<file path="config.mk">
export PLATFORM = sky130hd
export DESIGN_NAME = stack_ctrl
export DESIGN_NICKNAME = d
export VERILOG_FILES = /design/src/rtl/stack_pkg.sv /design/src/rtl/stack_ctrl.sv
export SDC_FILE = /design/constraint.sdc
export NUM_CORES = 1
export LEC_CHECK = 0
export ABC_AREA = 1
export BUFFER_PORTS_ARGS = -buffer_cell sky130_fd_sc_hd__buf_2
export CELL_PAD_IN_SITES_DETAIL_PLACEMENT = 0
export CELL_PAD_IN_SITES_GLOBAL_PLACEMENT = 1
export CORE_MARGIN = 3
export CORE_UTILIZATION = 36
export DETAILED_ROUTE_END_ITERATION = 7
export GPL_ROUTABILITY_DRIVEN = 0
export PLACE_DENSITY_LB_ADDON = 0.15
export SYNTH_ARGS = -nofsm -noshare
export SYNTH_HDL_FRONTEND = slang
export SYNTH_SLANG_ARGS = --single-unit
export TNS_END_PERCENT = 1
</file>
<file path="constraint.sdc">
create_clock -name clk -period 8 [get_ports clk]
set_input_delay 1.6 -clock clk [delete_from_list [all_inputs] [get_ports clk]]
set_output_delay 1.6 -clock clk [all_outputs]
set_load 0.01 [all_outputs]
</file>
<file path="src/rtl/stack_pkg.sv">
// Shared definitions for the LIFO stack controller: widths, bus field map, FSM encoding.
package stack_pkg;

    localparam int STACK_DW = 32;
    localparam int STACK_AW = 5;

    // Field positions inside the {we, addr, data} memory bus for the default widths.
    localparam int WE_BIT  = 37;
    localparam int ADDR_HI = 36;
    localparam int ADDR_LO = 32;
    localparam int DATA_HI = 31;
    localparam int DATA_LO = 0;

    typedef enum logic [1:0] {
        ST_IDLE = 2'd0,
        ST_WR   = 2'd1,
        ST_RD   = 2'd2,
        ST_WT   = 2'd3
    } stack_state_e;

endpackage

</file>
<file path="src/rtl/stack_ctrl.sv">
// LIFO stack controller driving an external synchronous RAM through a registered
// {we, addr, data} bus. Pushes take two cycles, pops three (RAM read latency is one).
module stack_ctrl
    import stack_pkg::*;
#(
    parameter int DW = STACK_DW,
    parameter int AW = STACK_AW
) (
    input  logic              clk,
    input  logic              rst,
    input  logic              push,
    input  logic              pop,
    input  logic [DW-1:0]     din,
    input  logic              err_clr,
    output logic              ready,
    output logic [DW-1:0]     dout,
    output logic              dout_valid,
    output logic [AW:0]       count,
    output logic              full,
    output logic              empty,
    output logic              ovf,
    output logic              udf,
    output logic [AW+DW:0]    mem_bus,
    input  logic [DW-1:0]     mem_q
);

    localparam logic [AW:0] SP_ZERO = {(AW+1){1'b0}};
    localparam logic [AW:0] SP_ONE  = {{AW{1'b0}}, 1'b1};
    localparam logic [AW:0] SP_FULL = {1'b1, {AW{1'b0}}};

    stack_state_e      r_state;
    stack_state_e      w_state_nxt;
    logic [AW:0]       r_sp;
    logic [AW:0]       w_sp_nxt;
    logic [AW:0]       w_top;
    logic [AW+DW:0]    r_mem_bus;
    logic [AW+DW:0]    w_bus_nxt;
    logic [DW-1:0]     r_dout;
    logic [DW-1:0]     w_dout_nxt;
    logic              r_dout_valid;
    logic              w_dv_nxt;
    logic              r_full;
    logic              r_empty;
    logic              r_ready;
    logic              r_ovf;
    logic              r_udf;
    logic              w_ovf_set;
    logic              w_udf_set;

    // Top-of-stack slot; only used when the stack is known to be non-empty.
    assign w_top = r_sp - SP_ONE;

    // Next-state and datapath decode; requests are only looked at in IDLE.
    always_comb begin
        w_state_nxt = r_state;
        w_sp_nxt    = r_sp;
        w_bus_nxt   = r_mem_bus;
        w_dout_nxt  = r_dout;
        w_dv_nxt    = 1'b0;
        w_ovf_set   = 1'b0;
        w_udf_set   = 1'b0;
        case (r_state)
            ST_IDLE: begin
                if (push) begin
                    // Push wins over a simultaneous pop; the pop must be re-issued.
                    if (r_full) begin
                        w_ovf_set = 1'b1;
                    end else begin
                        w_bus_nxt   = {1'b1, r_sp[AW-1:0], din};
                        w_state_nxt = ST_WR;
                    end
                end else if (pop) begin
                    if (r_empty) begin
                        w_udf_set = 1'b1;
                    end else begin
                        w_bus_nxt   = {1'b0, w_top[AW-1:0], {DW{1'b0}}};
                        w_state_nxt = ST_RD;
                    end
                end else begin
                    w_state_nxt = ST_IDLE;
                end
            end
            ST_WR: begin
                // The RAM takes the write on the edge that ends this state.
                w_sp_nxt          = r_sp + SP_ONE;
                w_bus_nxt[AW+DW]  = 1'b0;
                w_state_nxt       = ST_IDLE;
            end
            ST_RD: begin
                w_state_nxt = ST_WT;
            end
            ST_WT: begin
                // Read data is valid now, one cycle after the address edge.
                w_dout_nxt  = mem_q;
                w_dv_nxt    = 1'b1;
                w_sp_nxt    = r_sp - SP_ONE;
                w_state_nxt = ST_IDLE;
            end
            default: begin
                w_state_nxt = ST_IDLE;
            end
        endcase
    end

    // State, pointer, bus and status registers; reset aborts any access in flight.
    always_ff @(posedge clk or posedge rst) begin
        if (rst) begin
            r_state      <= ST_IDLE;
            r_sp         <= SP_ZERO;
            r_mem_bus    <= {(AW+DW+1){1'b0}};
            r_dout       <= {DW{1'b0}};
            r_dout_valid <= 1'b0;
            r_full       <= 1'b0;
            r_empty      <= 1'b1;
            r_ready      <= 1'b1;
        end else begin
            r_state      <= w_state_nxt;
            r_sp         <= w_sp_nxt;
            r_mem_bus    <= w_bus_nxt;
            r_dout       <= w_dout_nxt;
            r_dout_valid <= w_dv_nxt;
            r_full       <= (w_sp_nxt == SP_FULL);
            r_empty      <= (w_sp_nxt == SP_ZERO);
            r_ready      <= (w_state_nxt == ST_IDLE);
        end
    end

    // Sticky error flags; a clear in the same cycle as a new error wins.
    always_ff @(posedge clk or posedge rst) begin
        if (rst) begin
            r_ovf <= 1'b0;
            r_udf <= 1'b0;
        end else if (err_clr) begin
            r_ovf <= 1'b0;
            r_udf <= 1'b0;
        end else begin
            r_ovf <= r_ovf | w_ovf_set;
            r_udf <= r_udf | w_udf_set;
        end
    end

    assign ready      = r_ready;
    assign dout       = r_dout;
    assign dout_valid = r_dout_valid;
    assign count      = r_sp;
    assign full       = r_full;
    assign empty      = r_empty;
    assign ovf        = r_ovf;
    assign udf        = r_udf;
    assign mem_bus    = r_mem_bus;

endmodule

</file>
# Yosys cells after proc, flatten, opt, wreduce, memory -nomap -nowiden
# Index checks and enable logic that the tools add are counted.
# op_classes
n_addsub	2
eq_ne	9
muxes	21
bitwise	2
reduce_logical	8
# op_table
cell	count
two-way mux 38 bit	4
one-hot mux 6 bit (2 select lines)	1
two-way mux 1 bit	10
!= test 3 bit (second input constant)	3
two-way mux 2 bit	4
AND reduction 4 bit	2
adder 6 x 1 -> 6 bit (second input constant)	1
equality test 6 bit (second input constant)	1
logical NOT 6 bit	1
one-hot mux 2 bit (3 select lines)	1
subtractor 6 x 1 -> 6 bit (second input constant)	1
equality test 2 bit (second input constant)	2
logical NOT 2 bit	2
!= test 2 bit (second input constant)	2
nonzero test 2 bit	2
equality test 2 x 1 -> 1 bit (second input constant)	1
OR 1 bit	2
one-hot mux 1 bit (2 select lines)	1
OR reduction 2 bit	1
# totals
reg_bits	84
input_bits	69
out_inout_bits	82
word_cells	53

# Depth between registers and ports, before layout
# logic_depth
ltp_word	6
depth_mapped	11
mapped_depth_nobuf	11

# Worst setup path before layout
# No wires, ideal clock.
# synth_path
kind	input to register
start	in push
end	reg r_mem_bus[11], in the netlist mem_bus[11]
setup_ns	0.117
t_arrival_ns	2.267
required_ns	7.883
path_slack_ns	5.616
stages	8
path_buffers	2
cell_sequence	nand2_1 > nand2_2 > nor2_4 > inv_2 > buf_6 > buf_6 > nand2_1 > nand2_1
# synth_via
elab_chain_cells	2
elab_cells_between_ends	5
cone_classes	eq/ne (2); mux (1); reduce/logical (2)
# synth_rtl
item	line	text
from (decl)	stack_ctrl.sv:11	input logic push,
!= test 2 bit (no source line) or nonzero test 2 bit (tied branches)	n/a	
AND reduction 4 bit (no source line)	n/a	
to (signal assigned)	stack_ctrl.sv:110	r_mem_bus <= {(AW+DW+1){1'b0}};
to (signal assigned)	stack_ctrl.sv:119	r_mem_bus <= w_bus_nxt;
to (decl)	stack_ctrl.sv:36	logic [AW+DW:0] r_mem_bus;
# Parallel ways exist; a longest one is shown, timed or not.
# A chain may end at the register's enable or synchronous reset.

# Worst setup path after layout
# layout_path
start	in push
end	reg r_mem_bus[34], in the netlist mem_bus[34]
# Same word-level chain as after synthesis.

==> key figures <==
Place
  – Port-buffer cells: 150
  – Post-DP HPWL: slightly below 6 mm

Power
  – Final Power: approximately 1.8 mW
  – NetSw: 737 uW
  – Seq pwr share: 41.7%
  – Pint: 1.04 mW
  – Gate power share: about two fifths
  – Switching part of the total: between 40 and 50%
  – Clock power frac: 16.5%
  – Lkg Pwr: 2.59 nW
  – Power Density: around 390 nW/um^2
  – VDD IR max: ~0.00015 V

GRT
  – Grt ovf: 0
  – Vias in the first global route: ~3,100
  – Initial antenna violation count: 0
  – First-pass GRT wire length: 14.8 mm
  – GRT Total Usage: between 10% and 20%
  – Largest net degree at the start of global routing: 85

CTS
  – Clock sinks: 84
  – H-tree depth: 3
  – CTS clk-pin slew, worst paths: approximately 80 ps
  – Num CTS Buffers: 9
  – Worst skew pair latency: 340 ps
  – Root buffer cell: clkbuf_8
  – CTS tree: built
  – Post-CTS Setup Bufs: 0
  – CTS Buffer Depth: 2
  – Post-CTS Hold Fix Bufs: 0
  – Resize count post-CTS: 0

Timing
  – Unrepaired setup endpoints after global routing: false
  – Worst slew pin tran: between 1000 and 1500 ps
  – Final Setup Violations: 0
  – Fin. max-slew vios: 0
  – Highest clock rate: 337 MHz
  – Period minus WS final: ~3000 ps
  – Skew final: around 7.5 ps
  – Slew margin rel.: around 30%
  – Fin Setup TNS: 0 ps
  – Final period utilization: approximately 37%
  – WHS: 471 ps
  – Final Hold Fails: 0

Setup path
  – Critical Path AT: 3210 ps
  – Crit path required time: just over 8000 ps
  – Critical R2R Launch: r_state[0]
  – Worst R2R Setup Slack: 5510 ps
  – Critical Path Sink Type: flip-flop
  – Startpoint types: primary input
  – Crit. Startpoint: push
  – Crit path kind: in -> reg
  – Largest fanout on the critical path: 41
  – R2R cell count: 7

Routing
  – First-pass iteration count of the detailed router: 4
  – Initial DRC Count: 190
  – Final wirelength: between 8 and 9 mm
  – Routed Antenna Nets: 0
  – Via count: about 3,000
  – DR vias/cell: 4.51
  – Residual DRC: 0
  – WL/cell: 12.7 microns

Synth
  – Post-Syn Area: 3530 sq um
  – Unique masters post-synth: 23
  – Sequential area share after synthesis: around three fifths
  – Synth area leaders: dfrtp_1 58%, nand2_1 20%, nand3_1 6.9%
  – EDFF count, synth: 0
  – Avg Inst Size Synth: ~8.6 sq um
  – Post-Synthesis Cells: between 400 and 500
  – Synthesis-stage register bit count: between 80 and 90
  – Yosys Warn Count: 0
  – Post-synth top flop: dfrtp_1
  – Mapped Nets: roughly 480
  – Share of the synthesized area in the top cell type: 58.1%
  – Async SR Flop Fraction: 100%
  – Synth area leader: dfrtp_1

Finish
  – Most frequent cells in the layout: 192 x nand2_1, 150 x buf_2, 82 x dfrtp_1
  – Commonest non-fill, non-tap cell in the layout: nand2_1
  – Multi-input gate area: 1230 sq um
  – Fillers: 984
  – Layout cell share with drive strength beyond 1: about a third
  – FF+latch area: around 2100 sq um
  – Antenna diodes: 0
  – Area growth from synthesis to layout: 28.2%
  – Layout Nets: around 620

Worst hold path
  – Hold Crit Class: reg -> reg
  – Worst Hold Launch: mem_bus[16]
  – Hold Path Depth: 2

Die
  – Die Y: roughly 110 microns
  – Site row count: 35
  – Core area: 9370 sq um
  – Die area: 11,000 sq um
  – Starting Density: between 30 and 40%
  – Die W: ~110 microns
  – I/O pin count: 151

Status
  – Status: complete, no violations

Flow run
  – Max-cap violations: 0
[registers in the layout (all words and copies together) (netlist names)]
signal / count
empty: 1
dout: 32
ready: 1
full: 1
r_state: 2
udf: 1
mem_bus: 38
dout_valid: 1
count: 6
ovf: 1
[worst max-delay path, stage by stage]
cell and delay [ps]:
buf_2 560, nand2_1 140, nand2_2 130, nor2_4 60
inv_2 480, nand2_1 140, o31ai_2 90
[layout make-up]
cell class                      instances  share of cell area, %
Inverter                               21                   1.80
Multi-Input combinational cell        285                   27.1
Tap cell                              129                   3.57
Clock inverter                          6                   1.44
Clock buffer                           10                   2.82
Sequential cell                        84                   46.5
Timing Repair Buffer                  151                   16.7
[power by group through the flow]
stage / logic [mW] / registers (mW) / clock network [mW]
after global routing: 0.849 / 0.772 / 0.321
after CTS: 0.758 / 0.744 / 0.307
final: 0.740 / 0.741 / 0.294
after floorplan: 0.412 / 0.815 / 0
after detailed placement: 0.757 / 0.748 / 0
after global placement: 0.743 / 0.750 / 0
[Yosys cell counts (2+ instances only)]
cell type  instances
nand2_1          192
dfrtp_1           82
nand3_1           49
inv_1             18
nor2_1            14
buf_2             10
clkbuf_1           6
o21ai_0            6
a21oi_1            5
nand4_1            5
buf_6              4
a31oi_1            2
dfstp_2            2
ha_1               2
inv_2              2
nand2_2            2
nor2_4             2
xor2_1             2
[cells by family (layout without fill, tap and decap cells)]
family                     count (synthesis)  after routing  synth area share (%)
and+or+nand+nor                          265            265                  30.9
DFF                                       84             84                  59.6
buffers and inverters                     41            188                  5.60
AOI/OAI and AO/OA                         16             16                  2.66
adders and majority gates                  2              2                 0.709
xor gates and xnor gates                   2              2                 0.496
[layer usage]
metal | GRT usage [%] | vias to the layer above | wire length (microns)
met5 | 0 | - | 0
li1 | - | 1566 | -
met4 | 5.62 | 0 | 136
met2 | 25.8 | 98 | 4070
met3 | 4.51 | 11 | 652
met1 | 21.6 | 1417 | 3880
[final timing paths]
check / end
min reg2reg: mem_bus[16]
max in group asynchronous: mem_bus[18]
max: mem_bus[34]
min in group asynchronous: dout[31]
min: mem_bus[16]
max reg2reg: empty
[through the flow]
| stage | setup slack [ps] | instances | utilization, % | instance area [sq um] |
|---|---|---|---|---|
| 6_report | 5030 | 686 | 48.3 | 4530 |
| 5_1_grt | 4830 | 686 | 48.3 | 4530 |
| 4_1_cts | 5000 | 686 | 48.3 | 4530 |
| 3_5_place_dp | 4670 | 670 | 46.2 | 4330 |
| 3_3_place_gp | 4660 | 670 | 46.2 | 4330 |
| 2_1_floorplan | 4240 | 410 | - | 3530 |
No activity file was read; power rests on OpenSTA's default activity.
